### config.mk
export PLATFORM = sky130hd
export DESIGN_NAME = tdm_demux16_flat
export DESIGN_NICKNAME = d
export VERILOG_FILES = /design/src/rtl/tdm_pkg.sv /design/src/rtl/tdm_demux16_if.sv /design/src/rtl/tdm_ch_counter.sv /design/src/rtl/tdm_demux16.sv /design/src/flat_wrapper.sv
export SDC_FILE = /design/constraint.sdc
export NUM_CORES = 1
export LEC_CHECK = 0
export ABC_AREA = 0
export BUFFER_PORTS_ARGS = -buffer_cell sky130_fd_sc_hd__buf_2
export CORE_ASPECT_RATIO = 1.1
export CORE_MARGIN = 2
export CORE_UTILIZATION = 59
export DETAILED_ROUTE_END_ITERATION = 10
export GPL_TIMING_DRIVEN = 0
export PLACE_DENSITY = 0.83
export SLEW_MARGIN = 20
export SYNTH_ARGS = -nofsm -noshare
export SYNTH_HDL_FRONTEND = slang
export SYNTH_SLANG_ARGS = --single-unit
### constraint.sdc
create_clock -name clk -period 3.8 [get_ports clk]
set_input_delay 1.14 -clock clk [delete_from_list [all_inputs] [get_ports clk]]
set_output_delay 1.14 -clock clk [all_outputs]
set_load 0.005 [all_outputs]
### src/rtl/tdm_pkg.sv
// Shared constants and FSM state type for the 16-channel TDM demultiplexer.
package tdm_pkg;
  localparam int N_CH  = 16;
  localparam int SEL_W = $clog2(N_CH);

  typedef enum logic [1:0] {
    HUNT   = 2'd0,
    RUN    = 2'd1,
    PARITY = 2'd2
  } state_e;
endpackage

### src/rtl/tdm_demux16_if.sv
// Serial-in / parallel-out bundle of tdm_demux16, plus the FSM state for observation.
interface tdm_demux16_if;
  import tdm_pkg::*;

  // Handshake: a beat is transferred on every rising edge where in_valid is high. There is no
  // ready; the demux always accepts. in_bit/frame_sync are don't-care while in_valid is low.
  logic              in_valid;
  logic              in_bit;
  logic              frame_sync;
  logic [N_CH-1:0]   out_bus;
  logic              out_valid;
  logic              frame_err;
  logic              parity_err;
  logic [SEL_W-1:0]  cur_ch;
  state_e            dbg_state;

  modport master (
    output in_valid, in_bit, frame_sync,
    input  out_bus, out_valid, frame_err, parity_err, cur_ch, dbg_state
  );

  modport slave (
    input  in_valid, in_bit, frame_sync,
    output out_bus, out_valid, frame_err, parity_err, cur_ch, dbg_state
  );
endinterface

### src/rtl/tdm_ch_counter.sv
// Channel index counter: clear has priority over load-to-1, which has priority over increment.
module tdm_ch_counter
  import tdm_pkg::*;
(
  input  logic             clk,
  input  logic             rst_n,
  input  logic             inc,
  input  logic             clr,
  input  logic             load1,
  output logic [SEL_W-1:0] cnt,
  output logic             last
);
  logic [SEL_W-1:0] cnt_q, cnt_d;

  always_comb begin
    cnt_d = cnt_q;
    if (clr)        cnt_d = '0;
    else if (load1) cnt_d = SEL_W'(1);
    else if (inc)   cnt_d = cnt_q + SEL_W'(1);
  end

  always_ff @(posedge clk or negedge rst_n) begin
    if (!rst_n) cnt_q <= '0;
    else        cnt_q <= cnt_d;
  end

  assign cnt  = cnt_q;
  assign last = (cnt_q == SEL_W'(N_CH - 1));
endmodule

### src/rtl/tdm_demux16.sv
// Time-division 1-to-16 demultiplexer: reassembles serial beats into a frame word, published atomically.
// Define TDM_DEMUX_PARITY_EN to add a 17th even-parity beat per frame and the parity_err pulse.
module tdm_demux16
  import tdm_pkg::*;
(
  input  logic          clk,
  input  logic          rst_n,
  tdm_demux16_if.slave  bus
);
  state_e            state_q, state_d;
  logic [N_CH-1:0]   shadow_q, shadow_d;
  logic [N_CH-1:0]   out_bus_q, out_bus_d;
  logic              out_valid_q, out_valid_d;
  logic              frame_err_q, frame_err_d;
  logic              parity_err_q, parity_err_d;
  logic              cnt_inc, cnt_clr, cnt_load1;
  logic [SEL_W-1:0]  cur_ch;
  logic              last_ch;

  tdm_ch_counter u_cnt (
    .clk   (clk),
    .rst_n (rst_n),
    .inc   (cnt_inc),
    .clr   (cnt_clr),
    .load1 (cnt_load1),
    .cnt   (cur_ch),
    .last  (last_ch)
  );

  always_comb begin
    state_d      = state_q;
    shadow_d     = shadow_q;
    out_bus_d    = out_bus_q;
    out_valid_d  = 1'b0;
    frame_err_d  = 1'b0;
    parity_err_d = 1'b0;
    cnt_inc      = 1'b0;
    cnt_clr      = 1'b0;
    cnt_load1    = 1'b0;

    if (bus.in_valid) begin
      case (state_q)
        HUNT: begin
          if (bus.frame_sync) begin
            shadow_d[0] = bus.in_bit;
            cnt_load1   = 1'b1;
            state_d     = RUN;
          end
        end
        RUN: begin
          if (bus.frame_sync) begin
            // A sync anywhere but channel 0 aborts the partial frame and restarts on this beat.
            frame_err_d = (cur_ch != '0);
            shadow_d[0] = bus.in_bit;
            cnt_load1   = 1'b1;
          end else if (cur_ch == '0) begin
            frame_err_d = 1'b1;
            state_d     = HUNT;
          end else begin
            shadow_d[cur_ch] = bus.in_bit;
            if (last_ch) begin
`ifdef TDM_DEMUX_PARITY_EN
              state_d = PARITY;
`else
              out_bus_d   = {bus.in_bit, shadow_q[N_CH-2:0]};
              out_valid_d = 1'b1;
              cnt_clr     = 1'b1;
`endif
            end else begin
              cnt_inc = 1'b1;
            end
          end
        end
`ifdef TDM_DEMUX_PARITY_EN
        PARITY: begin
          state_d = RUN;
          if (bus.frame_sync) begin
            frame_err_d = 1'b1;
            shadow_d[0] = bus.in_bit;
            cnt_load1   = 1'b1;
          end else begin
            cnt_clr = 1'b1;
            if (^{shadow_q, bus.in_bit} == 1'b0) begin
              out_bus_d   = shadow_q;
              out_valid_d = 1'b1;
            end else begin
              parity_err_d = 1'b1;
            end
          end
        end
`endif
        default: state_d = HUNT;
      endcase
    end
  end

  always_ff @(posedge clk or negedge rst_n) begin
    if (!rst_n) begin
      state_q      <= HUNT;
      shadow_q     <= '0;
      out_bus_q    <= '0;
      out_valid_q  <= 1'b0;
      frame_err_q  <= 1'b0;
      parity_err_q <= 1'b0;
    end else begin
      state_q      <= state_d;
      shadow_q     <= shadow_d;
      out_bus_q    <= out_bus_d;
      out_valid_q  <= out_valid_d;
      frame_err_q  <= frame_err_d;
      parity_err_q <= parity_err_d;
    end
  end

  assign bus.out_bus    = out_bus_q;
  assign bus.out_valid  = out_valid_q;
  assign bus.frame_err  = frame_err_q;
  assign bus.parity_err = parity_err_q;
  assign bus.cur_ch     = cur_ch;
  assign bus.dbg_state  = state_q;
endmodule

### src/flat_wrapper.sv
// flat-port wrapper written by rule: the top's interface ports become plain ports
module tdm_demux16_flat import tdm_pkg::*;
  (clk, rst_n, bus_in_valid, bus_in_bit, bus_frame_sync, bus_out_bus, bus_out_valid, bus_frame_err, bus_parity_err, bus_cur_ch, bus_dbg_state);
  tdm_demux16_if bus_i ();
  input  logic clk;
  input  logic rst_n;
  input wire logic [$bits(bus_i.in_valid)-1:0] bus_in_valid;
  input wire logic [$bits(bus_i.in_bit)-1:0] bus_in_bit;
  input wire logic [$bits(bus_i.frame_sync)-1:0] bus_frame_sync;
  output wire logic [$bits(bus_i.out_bus)-1:0] bus_out_bus;
  output wire logic [$bits(bus_i.out_valid)-1:0] bus_out_valid;
  output wire logic [$bits(bus_i.frame_err)-1:0] bus_frame_err;
  output wire logic [$bits(bus_i.parity_err)-1:0] bus_parity_err;
  output wire logic [$bits(bus_i.cur_ch)-1:0] bus_cur_ch;
  output wire logic [$bits(bus_i.dbg_state)-1:0] bus_dbg_state;
  assign bus_i.in_valid = bus_in_valid;
  assign bus_i.in_bit = bus_in_bit;
  assign bus_i.frame_sync = bus_frame_sync;
  assign bus_out_bus = bus_i.out_bus;
  assign bus_out_valid = bus_i.out_valid;
  assign bus_frame_err = bus_i.frame_err;
  assign bus_parity_err = bus_i.parity_err;
  assign bus_cur_ch = bus_i.cur_ch;
  assign bus_dbg_state = bus_i.dbg_state;
  tdm_demux16 u_core (.clk(clk), .rst_n(rst_n), .bus(bus_i));
endmodule
---- Yosys cells after proc, flatten, opt, wreduce, memory -nomap -nowiden ----
Index checks and enable logic that the tools add are counted.
operators by class
  add/sub/neg operators ................... 1
  order comparisons ....................... 2
  equality and inequality tests ........... 6
  mux-type cells .......................... 31
  bitwise operators ....................... 2
  reduce and logical (&&, ||, !) cells .... 11
operators by type and width
  operator               count
  $mux W1                21
  $bwmux W16             1
  $mux W4                3
  $reduce_and A4 Y1      3
  $mux W2                3
  $lt A4 B5 Y1 const B   1
  $reduce_and A5 Y1      1
  $add A4 B1 Y4 const B  1
  $demux W1 S4           1
  $eq A4 B4 Y1 const B   1
  $ge A4 B1 Y1 const B   1
  $logic_not A4 Y1       1
  $ne A2 B2 Y1 const B   2
  $pmux W2 S2            1
  $reduce_bool A4 Y1     1
  $ne A3 B3 Y1 const B   1
  $reduce_bool A3 Y1     1
  $eq A2 B1 Y1 const B   1
  $logic_not A2 Y1       1
  $ne A2 B1 Y1 const B   1
  $not A1 Y1             2
  $pmux W1 S2            1
  $reduce_bool A2 Y1     1
  $reduce_or A2 Y1       1
  $logic_and A1 B1 Y1    1
word-level totals
  flip-flop bits (word level) ............. 40
  input port bits ......................... 5
  output and inout bits ................... 25
  logic and storage cells ................. 60

---- Logic depth before layout (Yosys ltp) ----
Gate-level depths: netlist (run 1).
  word-level depth ........................ 9
  gate-level depth with buffers ........... 6
  mapped depth without buffers ............ 5

---- By module ----
Synthesis (run 1) repeated with hierarchy kept, for this count alone.
unflattened totals
  cells, all modules ...................... 123
  area, all modules ....................... 1,694.1 um^2
modules (own cells, without submodules)
  module          instances  cells an instance  area an instance (um^2)
  tdm_demux16     1          104                1,485.2
  tdm_ch_counter  1          19                 209.0

---- Worst setup path after synthesis (run 1) ----
Ideal clock, no wire load.
  path kind ............................... in2reg
  start point ............................. input bus_frame_sync
  end point ............................... register u_core.out_bus_q[10], in the netlist u_core.bus.out_bus[10]
  library setup time ...................... 0.125 ns
  data arrival time ....................... 2.130 ns
  data required time ...................... 3.675 ns
  slack ................................... 1.546 ns
  cell stages on the path ................. 5
  cells stage by stage .................... buf_6 nand3b_1 nor2_4 buf_6 mux2_2
on the way
  longest elaborated chain between the ends .. 2
ends and longest elaborated chain
  element                      line                source
  from (decl)                  flat_wrapper.sv:9   input wire logic [$bits(bus_i.frame_sync)-1:0] bus_frame_sync;
  $not A1 Y1 (no line)         -
  $reduce_and A5 Y1 (no line)  -
  to (signal assigned)         tdm_demux16.sv:108  out_bus_q <= out_bus_d;
  to (decl)                    tdm_demux16.sv:12   logic [N_CH-1:0] out_bus_q, out_bus_d;
No other way between the ends.
A chain may end at the register's enable or synchronous reset.

---- Worst setup path in the final report (run 1) ----
  start point ............................. register u_core.state_q[0], in the netlist u_core.bus.dbg_state[0]
  end point ............................... output bus_dbg_state[0]
RTL lines
  element                 line                source
  from (decl)             tdm_demux16.sv:10   state_e state_q, state_d;
  from (signal assigned)  tdm_demux16.sv:106  state_q <= state_d;
  to (decl)               flat_wrapper.sv:15  output wire logic [$bits(bus_i.dbg_state)-1:0] bus_dbg_state;
No word-level cell between the ends.

==> flow_results.xml, run 1 <==
<?xml version="1.0" encoding="UTF-8"?>
<metrics>
  <group name="finish">
    <metric name="design_area_final" unit="um^2">1990</metric>
    <metric name="final.fill_count" unit="">204</metric>
    <metric name="insertedDiodeCount" unit="">0</metric>
    <metric name="finalNetCount" unit="">175</metric>
    <metric name="layout.core_utilization" unit="%">71.0</metric>
    <metric name="fraction_of_layout_instances_using_a_drive_strength_above_1" unit="%">41.9</metric>
    <metric name="finalNonFillerCells" unit="">200</metric>
    <metric name="area_delta_synth_final" unit="%">13.1</metric>
  </group>
  <group name="critical_path">
    <metric name="cpMaxStageDelayCell" unit="">sky130_fd_sc_hd__dfrtp_1</metric>
    <metric name="reg_to_reg_slack_setup" unit="ps">1850</metric>
    <metric name="worstSetupEndpointType" unit="">primary output</metric>
    <metric name="start_kind" unit="">flop</metric>
    <metric name="timing.critical_path.slowest_cell_delay" unit="ps">500</metric>
    <metric name="critical-path-top-delay-family" unit="">flip-flops</metric>
    <metric name="data_arrival_time_of_the_critical_path" unit="ps">1020</metric>
    <metric name="timing.critical_path.required" unit="ps">2660</metric>
    <metric name="critical_path.n_buffers_inverters" unit="">1</metric>
    <metric name="criticalPathCategory" unit="">flop to primary output</metric>
    <metric name="critical_path_fanout_max" unit="">9</metric>
    <metric name="cp_cell_sequence" unit="">buf_2</metric>
  </group>
  <group name="grt">
    <metric name="maximum_number_of_pins_on_one_net_before_global_route_repair" unit="">39</metric>
    <metric name="global_route_wire_length_before_repair" unit="um">5430</metric>
    <metric name="number_of_antenna_violations_at_the_first_check_in_global_routing" unit="">0</metric>
    <metric name="track_usage" unit="%">21.5</metric>
    <metric name="grt_pass1_vias" unit="">1106</metric>
    <metric name="grt.overflow.total" unit="">0</metric>
  </group>
  <group name="power_and_ir_drop">
    <metric name="power.share.combinational" unit="%">22.8</metric>
    <metric name="switching_share" unit="%">30.3</metric>
    <metric name="power.share.clock" unit="%">24.1</metric>
    <metric name="post-layout-total-power" unit="mW">0.900</metric>
    <metric name="pwr-share-seq" unit="%">53.1</metric>
    <metric name="p_switching" unit="mW">0.273</metric>
    <metric name="power_density_over_the_cells" unit="nW/um^2">452</metric>
    <metric name="static-leakage-power" unit="nW">1.04</metric>
    <metric name="p_int" unit="mW">0.627</metric>
    <metric name="maximum_vdd_ir_drop" unit="mV">0.344</metric>
  </group>
  <group name="clocking">
    <metric name="cts_max_level" unit="">2</metric>
    <metric name="tritoncts_clock_tree" unit="">done</metric>
    <metric name="cts_hold_buf" unit="">0</metric>
    <metric name="tritoncts.num_buffers" unit="">5</metric>
    <metric name="numClockSinks" unit="">38</metric>
    <metric name="ctsLongestPathBuffers" unit="">2</metric>
    <metric name="clk_transition_reported_paths" unit="ps">110</metric>
    <metric name="clock_insertion_delay_worst_skew" unit="ps">350</metric>
    <metric name="clk_root_buffer_cell" unit="">sky130_fd_sc_hd__clkbuf_4</metric>
    <metric name="postCtsSetupBuffers" unit="">0</metric>
    <metric name="post_cts_resize_count" unit="">0</metric>
  </group>
  <group name="sta">
    <metric name="timing.final.crit_period" unit="ps">2160</metric>
    <metric name="rsz0062_at_grt" unit="">no</metric>
    <metric name="max_freq" unit="GHz">0.464</metric>
    <metric name="drv_slew" unit="">0</metric>
    <metric name="fin_worst_skew" unit="ps">5.76</metric>
    <metric name="ratio_of_final_minimum_period_to_clock_period" unit="%">56.7</metric>
    <metric name="slew_headroom" unit="%">46.1</metric>
    <metric name="setup-tns-final" unit="ps">0</metric>
    <metric name="final-setup-viol-count" unit="">0</metric>
    <metric name="least_margin_pin_slew" unit="ps">809</metric>
    <metric name="timing.final.hold_violations" unit="">0</metric>
  </group>
  <group name="drt">
    <metric name="drt_iter0_drc" unit="">47</metric>
    <metric name="vias" unit="">1155</metric>
    <metric name="drt_first_pass_iters" unit="">4</metric>
    <metric name="vias_per_cell" unit="">5.78</metric>
    <metric name="drt.antenna.violating_nets" unit="">0</metric>
    <metric name="drt-wirelength-per-cell" unit="um">15.7</metric>
    <metric name="finalWirelength" unit="um">3130</metric>
    <metric name="drc" unit="">0</metric>
  </group>
  <group name="min_path">
    <metric name="holdCritPathClass" unit="">flop to flop</metric>
  </group>
  <group name="floorplanning">
    <metric name="die_span_in_x" unit="um">56.1</metric>
    <metric name="die-area" unit="um^2">3440</metric>
    <metric name="die_height" unit="um">61.3</metric>
    <metric name="floorplan.io_pins" unit="">30</metric>
    <metric name="core_region_area" unit="um^2">2800</metric>
    <metric name="row_count" unit="">20</metric>
    <metric name="initial_core_util" unit="%">62.8</metric>
  </group>
  <group name="yosys">
    <metric name="ys_types" unit="">37</metric>
    <metric name="post_synth_main_area_contributors" unit="">sky130_fd_sc_hd__dfrtp_1 (54%), sky130_fd_sc_hd__mux2_2 (15%), sky130_fd_sc_hd__mux2_1 (3.2%)</metric>
    <metric name="ys_seq_area_share" unit="%">54.1</metric>
    <metric name="yosys_warnings" unit="">0</metric>
    <metric name="syn_avg_cell_area" unit="um^2">13.2</metric>
    <metric name="synthesis.area" unit="um^2">1760</metric>
    <metric name="count_of_state_elements_after_synthesis" unit="">38</metric>
    <metric name="synth_cells" unit="">133</metric>
    <metric name="synthDominantCellAreaShare" unit="%">54.1</metric>
    <metric name="post-synth-top-area-cell" unit="">sky130_fd_sc_hd__dfrtp_1</metric>
  </group>
  <group name="place">
    <metric name="dpl-instance-area" unit="um^2">1930</metric>
    <metric name="weighted_congestion_at_the_end_of_routability_driven_global_placement" unit="">0.854</metric>
    <metric name="detailed_place_hpwl" unit="um">2240</metric>
    <metric name="placement.io_buffers" unit="">25</metric>
    <metric name="dp.cells" unit="">192</metric>
  </group>
  <group name="run">
    <metric name="drv_cap" unit="">0</metric>
  </group>
  <group name="status">
    <metric name="status" unit="">finished, final reports clean</metric>
  </group>
</metrics>
path summary, 6_finish.rpt:
kind | cells after the start | from | endpoint
worst max-delay path | 1 | u_core.bus.dbg_state[0]$_DFFE_PN0P_ | bus_dbg_state[0]
worst min-delay path | 1 | u_core.bus.out_bus[15]$_DFFE_PN0P_ | u_core.bus.out_bus[15]$_DFFE_PN0P_
worst max register to register | 6 | u_core.u_cnt.cnt[0]$_DFFE_PN0P_ | u_core.u_cnt.cnt[0]$_DFFE_PN0P_
worst min register to register | 1 | u_core.bus.out_bus[15]$_DFFE_PN0P_ | u_core.bus.out_bus[15]$_DFFE_PN0P_
max in group asynchronous | 1 | rst_n | u_core.shadow_q[8]$_DFFE_PN0P_
min in group asynchronous | 1 | rst_n | u_core.bus.out_bus[14]$_DFFE_PN0P_
per-stage QoR:
stage | hold WS [ps] | worst slack, ps
6_report | 495 | 1640
5_1_grt | 530 | 1600
4_1_cts | 502 | 1630
3_5_place_dp | 478 | 1400
3_3_place_gp | 461 | 1440
2_1_floorplan | 459 | 1550
flip-flops by register name, summed over array words and instances, names as in the netlist:
name                  flops
u_core.bus.dbg_state      1
u_core.bus.frame_err      1
u_core.bus.out_bus       16
u_core.bus.out_valid      1
u_core.shadow_q          15
u_core.u_cnt.cnt          4
Yosys cell counts (all sizes together):
library cell   n
ha             4
a41oi          2
a31o           1
buf            7
a31oi          1
xnor2          1
nand3          8
o221ai         1
nand2          1
inv            4
and3           1
conb           1
nor4           1
a311oi         1
nand4b         1
nor2b          2
and3b          1
dfrtp         38
clkbuf         4
nor3           2
nand2b         1
a21oi          2
o21ai          2
nor2           4
nand4          4
mux2          31
a211o          1
nor3b          4
or3b           1
nand3b         1
final cells by class:
| class | count | area [um^2] | area share, % |
|---|---|---|---|
| repair buffers | 25 | 125 | 6.29 |
| clock buffers | 7 | 55.1 | 2.77 |
| multi-input cells | 81 | 708 | 35.6 |
| clock inverters | 1 | 5.00 | 0.252 |
| plain buffers | 11 | 88.8 | 4.47 |
| well taps | 33 | 41.3 | 2.08 |
| flip-flops and latches | 38 | 951 | 47.8 |
| inverters | 4 | 15.0 | 0.755 |
cells by family after synthesis:
logic type / Yosys count / share of synthesized area [%]
other cells: 1 / 0.213
buf+inv: 15 / 5.90
xor+xnor: 1 / 0.498
simple gates: 32 / 11.5
fa+ha+maj: 4 / 2.85
flops: 38 / 54.1
compound gates: 11 / 4.48
mux: 31 / 20.5
power groups by stage:
stage | clock network [mW] | registers (mW) | logic, mW
2_1_floorplan | 0 | 0.477 | 0.142
3_3_place_gp | 0 | 0.479 | 0.190
3_5_place_dp | 0 | 0.485 | 0.203
4_1_cts | 0.225 | 0.477 | 0.205
5_1_grt | 0.241 | 0.482 | 0.231
6_report | 0.217 | 0.478 | 0.205
per-layer routing:
layer | track usage (%) | share of wire [%]
met1 | 25.9 | 42
met2 | 37.0 | 51
met3 | 6.51 | 5.9
met4 | 8.84 | 1.6
met5 | 0 | 0
cells in the final DEF, fill, tap and decap left out, types with 3 or more instances in the layout:
cell | netlist | final
sky130_fd_sc_hd__nor3b_1 | 4 | 4
sky130_fd_sc_hd__clkbuf_1 | 2 | 3
sky130_fd_sc_hd__clkbuf_4 | 0 | 5
sky130_fd_sc_hd__inv_1 | 4 | 4
sky130_fd_sc_hd__mux2_4 | 3 | 3
sky130_fd_sc_hd__nand4_1 | 4 | 4
sky130_fd_sc_hd__mux2_1 | 5 | 5
sky130_fd_sc_hd__mux2_2 | 23 | 23
sky130_fd_sc_hd__nand3_1 | 7 | 7
sky130_fd_sc_hd__dfrtp_1 | 38 | 38
sky130_fd_sc_hd__buf_2 | 0 | 25
sky130_fd_sc_hd__buf_4 | 3 | 3
sky130_fd_sc_hd__nor2_1 | 3 | 3
sky130_fd_sc_hd__buf_6 | 3 | 3
sky130_fd_sc_hd__ha_1 | 4 | 4
worst register-to-register path, delay by kind of cell (launching register included):
kind,cells,cell delay [ps]
buffers and inverters,2,360
adders and majority gates,1,310
and+or+nand+nor,1,370
AOI/OAI and AO/OA,2,380
DFF,1,460
No activity file was read; power rests on OpenSTA's default activity.
==> inputs of run 2 (changes only) <==
--- a/config.mk
+++ b/config.mk
@@ -9,10 +9,10 @@
 export BUFFER_PORTS_ARGS = -buffer_cell sky130_fd_sc_hd__buf_2
 export CORE_ASPECT_RATIO = 1.1
 export CORE_MARGIN = 2
-export CORE_UTILIZATION = 59
+export CORE_UTILIZATION = 55
 export DETAILED_ROUTE_END_ITERATION = 10
 export GPL_TIMING_DRIVEN = 0
-export PLACE_DENSITY = 0.83
+export PLACE_DENSITY = 0.78
 export SLEW_MARGIN = 20
 export SYNTH_ARGS = -nofsm -noshare
 export SYNTH_HDL_FRONTEND = slang
==> constraint.sdc (replaced) <==
create_clock -name clk -period 2.1 [get_ports clk]
set_input_delay 0.63 -clock clk [delete_from_list [all_inputs] [get_ports clk]]
set_output_delay 0.63 -clock clk [all_outputs]
set_load 0.005 [all_outputs]
==> run 2 against run 1 <==
Against the previous run:
- utilization is 5.0 points lower
- critical endpoint is now u_core.u_cnt.cnt[0]$_DFFE_PN0P_
- setup slack worse by 1500 ps
- combinational power is 74% higher
- non-clock buffer count stayed put
==> flow_results.xml, run 2 (synthesized netlist as in run 1, its figures left out) <==
<?xml version="1.0" encoding="UTF-8"?>
<metrics>
  <group name="clocking">
    <metric name="numClockSinks" unit="">38</metric>
    <metric name="clock_insertion_delay_worst_skew" unit="ps">340</metric>
    <metric name="cts_max_level" unit="">2</metric>
    <metric name="clk_transition_reported_paths" unit="ps">110</metric>
    <metric name="tritoncts.num_buffers" unit="">5</metric>
    <metric name="tritoncts_clock_tree" unit="">done</metric>
    <metric name="cts_hold_buf" unit="">0</metric>
    <metric name="postCtsSetupBuffers" unit="">0</metric>
    <metric name="post_cts_resize_count" unit="">0</metric>
    <metric name="ctsLongestPathBuffers" unit="">2</metric>
    <metric name="clk_root_buffer_cell" unit="">sky130_fd_sc_hd__clkbuf_4</metric>
  </group>
  <group name="critical_path">
    <metric name="worstSetupEndpointType" unit="">flop</metric>
    <metric name="worstRegToRegCells" unit="">6</metric>
    <metric name="timing.critical_path.required" unit="ps">2310</metric>
    <metric name="reg_to_reg_slack_setup" unit="ps">130</metric>
    <metric name="start_kind" unit="">flop</metric>
    <metric name="cp_cell_sequence" unit="">inv_1 &gt; ha_1 &gt; or3b_1 &gt; clkbuf_2 &gt; a31oi_1 &gt; o221ai_1</metric>
    <metric name="cpMaxStageDelayCell" unit="">sky130_fd_sc_hd__dfrtp_1</metric>
    <metric name="criticalPathCategory" unit="">flop to flop</metric>
    <metric name="worst_r2r_startpoint" unit="">u_core.u_cnt.cnt[0]$_DFFE_PN0P_</metric>
    <metric name="critical_path_fanout_max" unit="">6</metric>
    <metric name="data_arrival_time_of_the_critical_path" unit="ps">2180</metric>
    <metric name="timing.critical_path.slowest_cell_delay" unit="ps">450</metric>
    <metric name="crit-reg2reg-capture" unit="">u_core.u_cnt.cnt[0]$_DFFE_PN0P_</metric>
  </group>
  <group name="floorplanning">
    <metric name="floorplan.io_pins" unit="">30</metric>
    <metric name="row_count" unit="">21</metric>
    <metric name="core_region_area" unit="um^2">3050</metric>
    <metric name="initial_core_util" unit="%">57.7</metric>
    <metric name="die_span_in_x" unit="um">57.9</metric>
    <metric name="die-area" unit="um^2">3670</metric>
    <metric name="die_height" unit="um">63.3</metric>
  </group>
  <group name="sta">
    <metric name="final-setup-viol-count" unit="">0</metric>
    <metric name="drv_slew" unit="">0</metric>
    <metric name="timing.final.crit_period" unit="ps">1970</metric>
    <metric name="ratio_of_final_minimum_period_to_clock_period" unit="%">93.7</metric>
    <metric name="timing.final.hold_violations" unit="">0</metric>
    <metric name="least_margin_pin_slew" unit="ps">810</metric>
    <metric name="max_freq" unit="GHz">0.508</metric>
    <metric name="rsz0062_at_grt" unit="">no</metric>
    <metric name="postLayoutSetupSlackWorst" unit="ps">132</metric>
    <metric name="fin_worst_skew" unit="ps">8.91</metric>
    <metric name="setup-tns-final" unit="ps">0</metric>
    <metric name="slew_headroom" unit="%">46.0</metric>
  </group>
  <group name="finish">
    <metric name="area_delta_synth_final" unit="%">14.4</metric>
    <metric name="finalNetCount" unit="">175</metric>
    <metric name="fraction_of_layout_instances_using_a_drive_strength_above_1" unit="%">42.2</metric>
    <metric name="insertedDiodeCount" unit="">0</metric>
    <metric name="final_common_cell" unit="">sky130_fd_sc_hd__dfrtp_1</metric>
    <metric name="mostFrequentLayoutCells" unit="">sky130_fd_sc_hd__dfrtp_1 (38), sky130_fd_sc_hd__buf_2 (25), sky130_fd_sc_hd__mux2_2 (23)</metric>
    <metric name="number_of_flip_flops_in_the_largest_register" unit="">16</metric>
  </group>
  <group name="drt">
    <metric name="wl_met3" unit="um">157</metric>
    <metric name="vias_per_cell" unit="">5.63</metric>
    <metric name="met1_length" unit="um">1290</metric>
    <metric name="finalWirelength" unit="um">3030</metric>
    <metric name="drt.antenna.violating_nets" unit="">0</metric>
    <metric name="drt_first_pass_iters" unit="">4</metric>
    <metric name="drc" unit="">0</metric>
    <metric name="vias" unit="">1126</metric>
    <metric name="routed-wl-met2" unit="um">1520</metric>
    <metric name="dr.max_layer_used" unit="">met4</metric>
    <metric name="drt-wirelength-per-cell" unit="um">15.1</metric>
    <metric name="drt_iter0_drc" unit="">35</metric>
  </group>
  <group name="min_path">
    <metric name="holdCritPathClass" unit="">primary input to async pin</metric>
  </group>
  <group name="place">
    <metric name="placement.setup.worst_slack" unit="ps">180</metric>
    <metric name="placement.io_buffers" unit="">25</metric>
    <metric name="weighted_congestion_at_the_end_of_routability_driven_global_placement" unit="">0.838</metric>
    <metric name="detailed_place_hpwl" unit="um">2140</metric>
  </group>
  <group name="grt">
    <metric name="global_route_wire_length_before_repair" unit="um">5180</metric>
    <metric name="track_usage" unit="%">18.5</metric>
    <metric name="number_of_antenna_violations_at_the_first_check_in_global_routing" unit="">0</metric>
    <metric name="grt_pass1_vias" unit="">1115</metric>
    <metric name="grt.overflow.total" unit="">0</metric>
    <metric name="maximum_number_of_pins_on_one_net_before_global_route_repair" unit="">39</metric>
  </group>
  <group name="power_and_ir_drop">
    <metric name="static-leakage-power" unit="nW">1.05</metric>
    <metric name="power_density_over_the_cells" unit="nW/um^2">857</metric>
    <metric name="maximum_vdd_ir_drop" unit="mV">0.589</metric>
  </group>
  <group name="status">
    <metric name="status" unit="">finished, final reports clean</metric>
  </group>
  <group name="run">
    <metric name="drv_cap" unit="">0</metric>
  </group>
</metrics>
[run 2: cell types whose count changed in the layout (fill, tap and decap cells not counted)]
cell	previous run	this run
sky130_fd_sc_hd__bufinv_16	0	1
sky130_fd_sc_hd__clkbuf_1	3	2
sky130_fd_sc_hd__clkinv_2	1	0
[run 2: worst max-delay path by stage]
stage                                               to  depth (start not counted)                       startpoint  slack [ps]
finish                 u_core.u_cnt.cnt[0]$_DFFE_PN0P_                          6  u_core.u_cnt.cnt[0]$_DFFE_PN0P_         130
global route           u_core.u_cnt.cnt[0]$_DFFE_PN0P_                          6  u_core.u_cnt.cnt[0]$_DFFE_PN0P_          30
CTS                    u_core.u_cnt.cnt[0]$_DFFE_PN0P_                          6  u_core.u_cnt.cnt[0]$_DFFE_PN0P_         140
detailed placement     u_core.u_cnt.cnt[0]$_DFFE_PN0P_                          6  u_core.u_cnt.cnt[0]$_DFFE_PN0P_         180
global placement     u_core.bus.out_bus[8]$_DFFE_PN0P_                          5                   bus_frame_sync         260
floorplan           u_core.bus.out_bus[10]$_DFFE_PN0P_                          5                   bus_frame_sync         360
[run 2: routing by layer]
metal / global-route usage, % / up-vias
met3: 3.90 / 8
met5: 0 / -
li1: - / 540
met2: 29.7 / 27
met4: 6.98 / 0
met1: 24.4 / 551
[run 2: area by class of cell]
type,count,area [um^2]
clock buffers,6,51.3
fillers,237,1040
flip-flops and latches,38,951
repair buffers,25,125
clock inverters,1,30.0
plain buffers,11,88.8
inverters,4,15.0
multi-input cells,81,708
well taps,34,42.5
[run 2: worst max-delay path, delay by kind of cell (launching register included)]
kind / cells / cell delay (ps)
DFF: 1 / 450
buffers and inverters: 2 / 360
and+or+nand+nor: 1 / 360
AOI/OAI and AO/OA: 2 / 360
adders and majority gates: 1 / 300
[run 2: stage by stage]
step / power [mW] / hold WS, ps / utilization (%) / instance area [um^2] / cells
6_report: 1.72 / 363 / 66.0 / 2010 / 200
2_1_floorplan: 1.12 / 334 / - / 1760 / 134
4_1_cts: 1.74 / 396 / 66.0 / 2010 / 200
3_5_place_dp: 1.23 / 469 / 63.3 / 1930 / 193
3_3_place_gp: 1.21 / 462 / 63.3 / 1930 / 193
5_1_grt: 1.81 / 438 / 66.0 / 2010 / 200
[run 2: report_power, final]
group	switching [mW]	total (mW)	internal (mW)	leakage, nW
Combinational	0.188	0.357	0.170	0.485
Clock	0.227	0.504	0.277	0.0443
Sequential	0.0632	0.863	0.800	0.518
Total	0.478	1.72	1.25	1.05
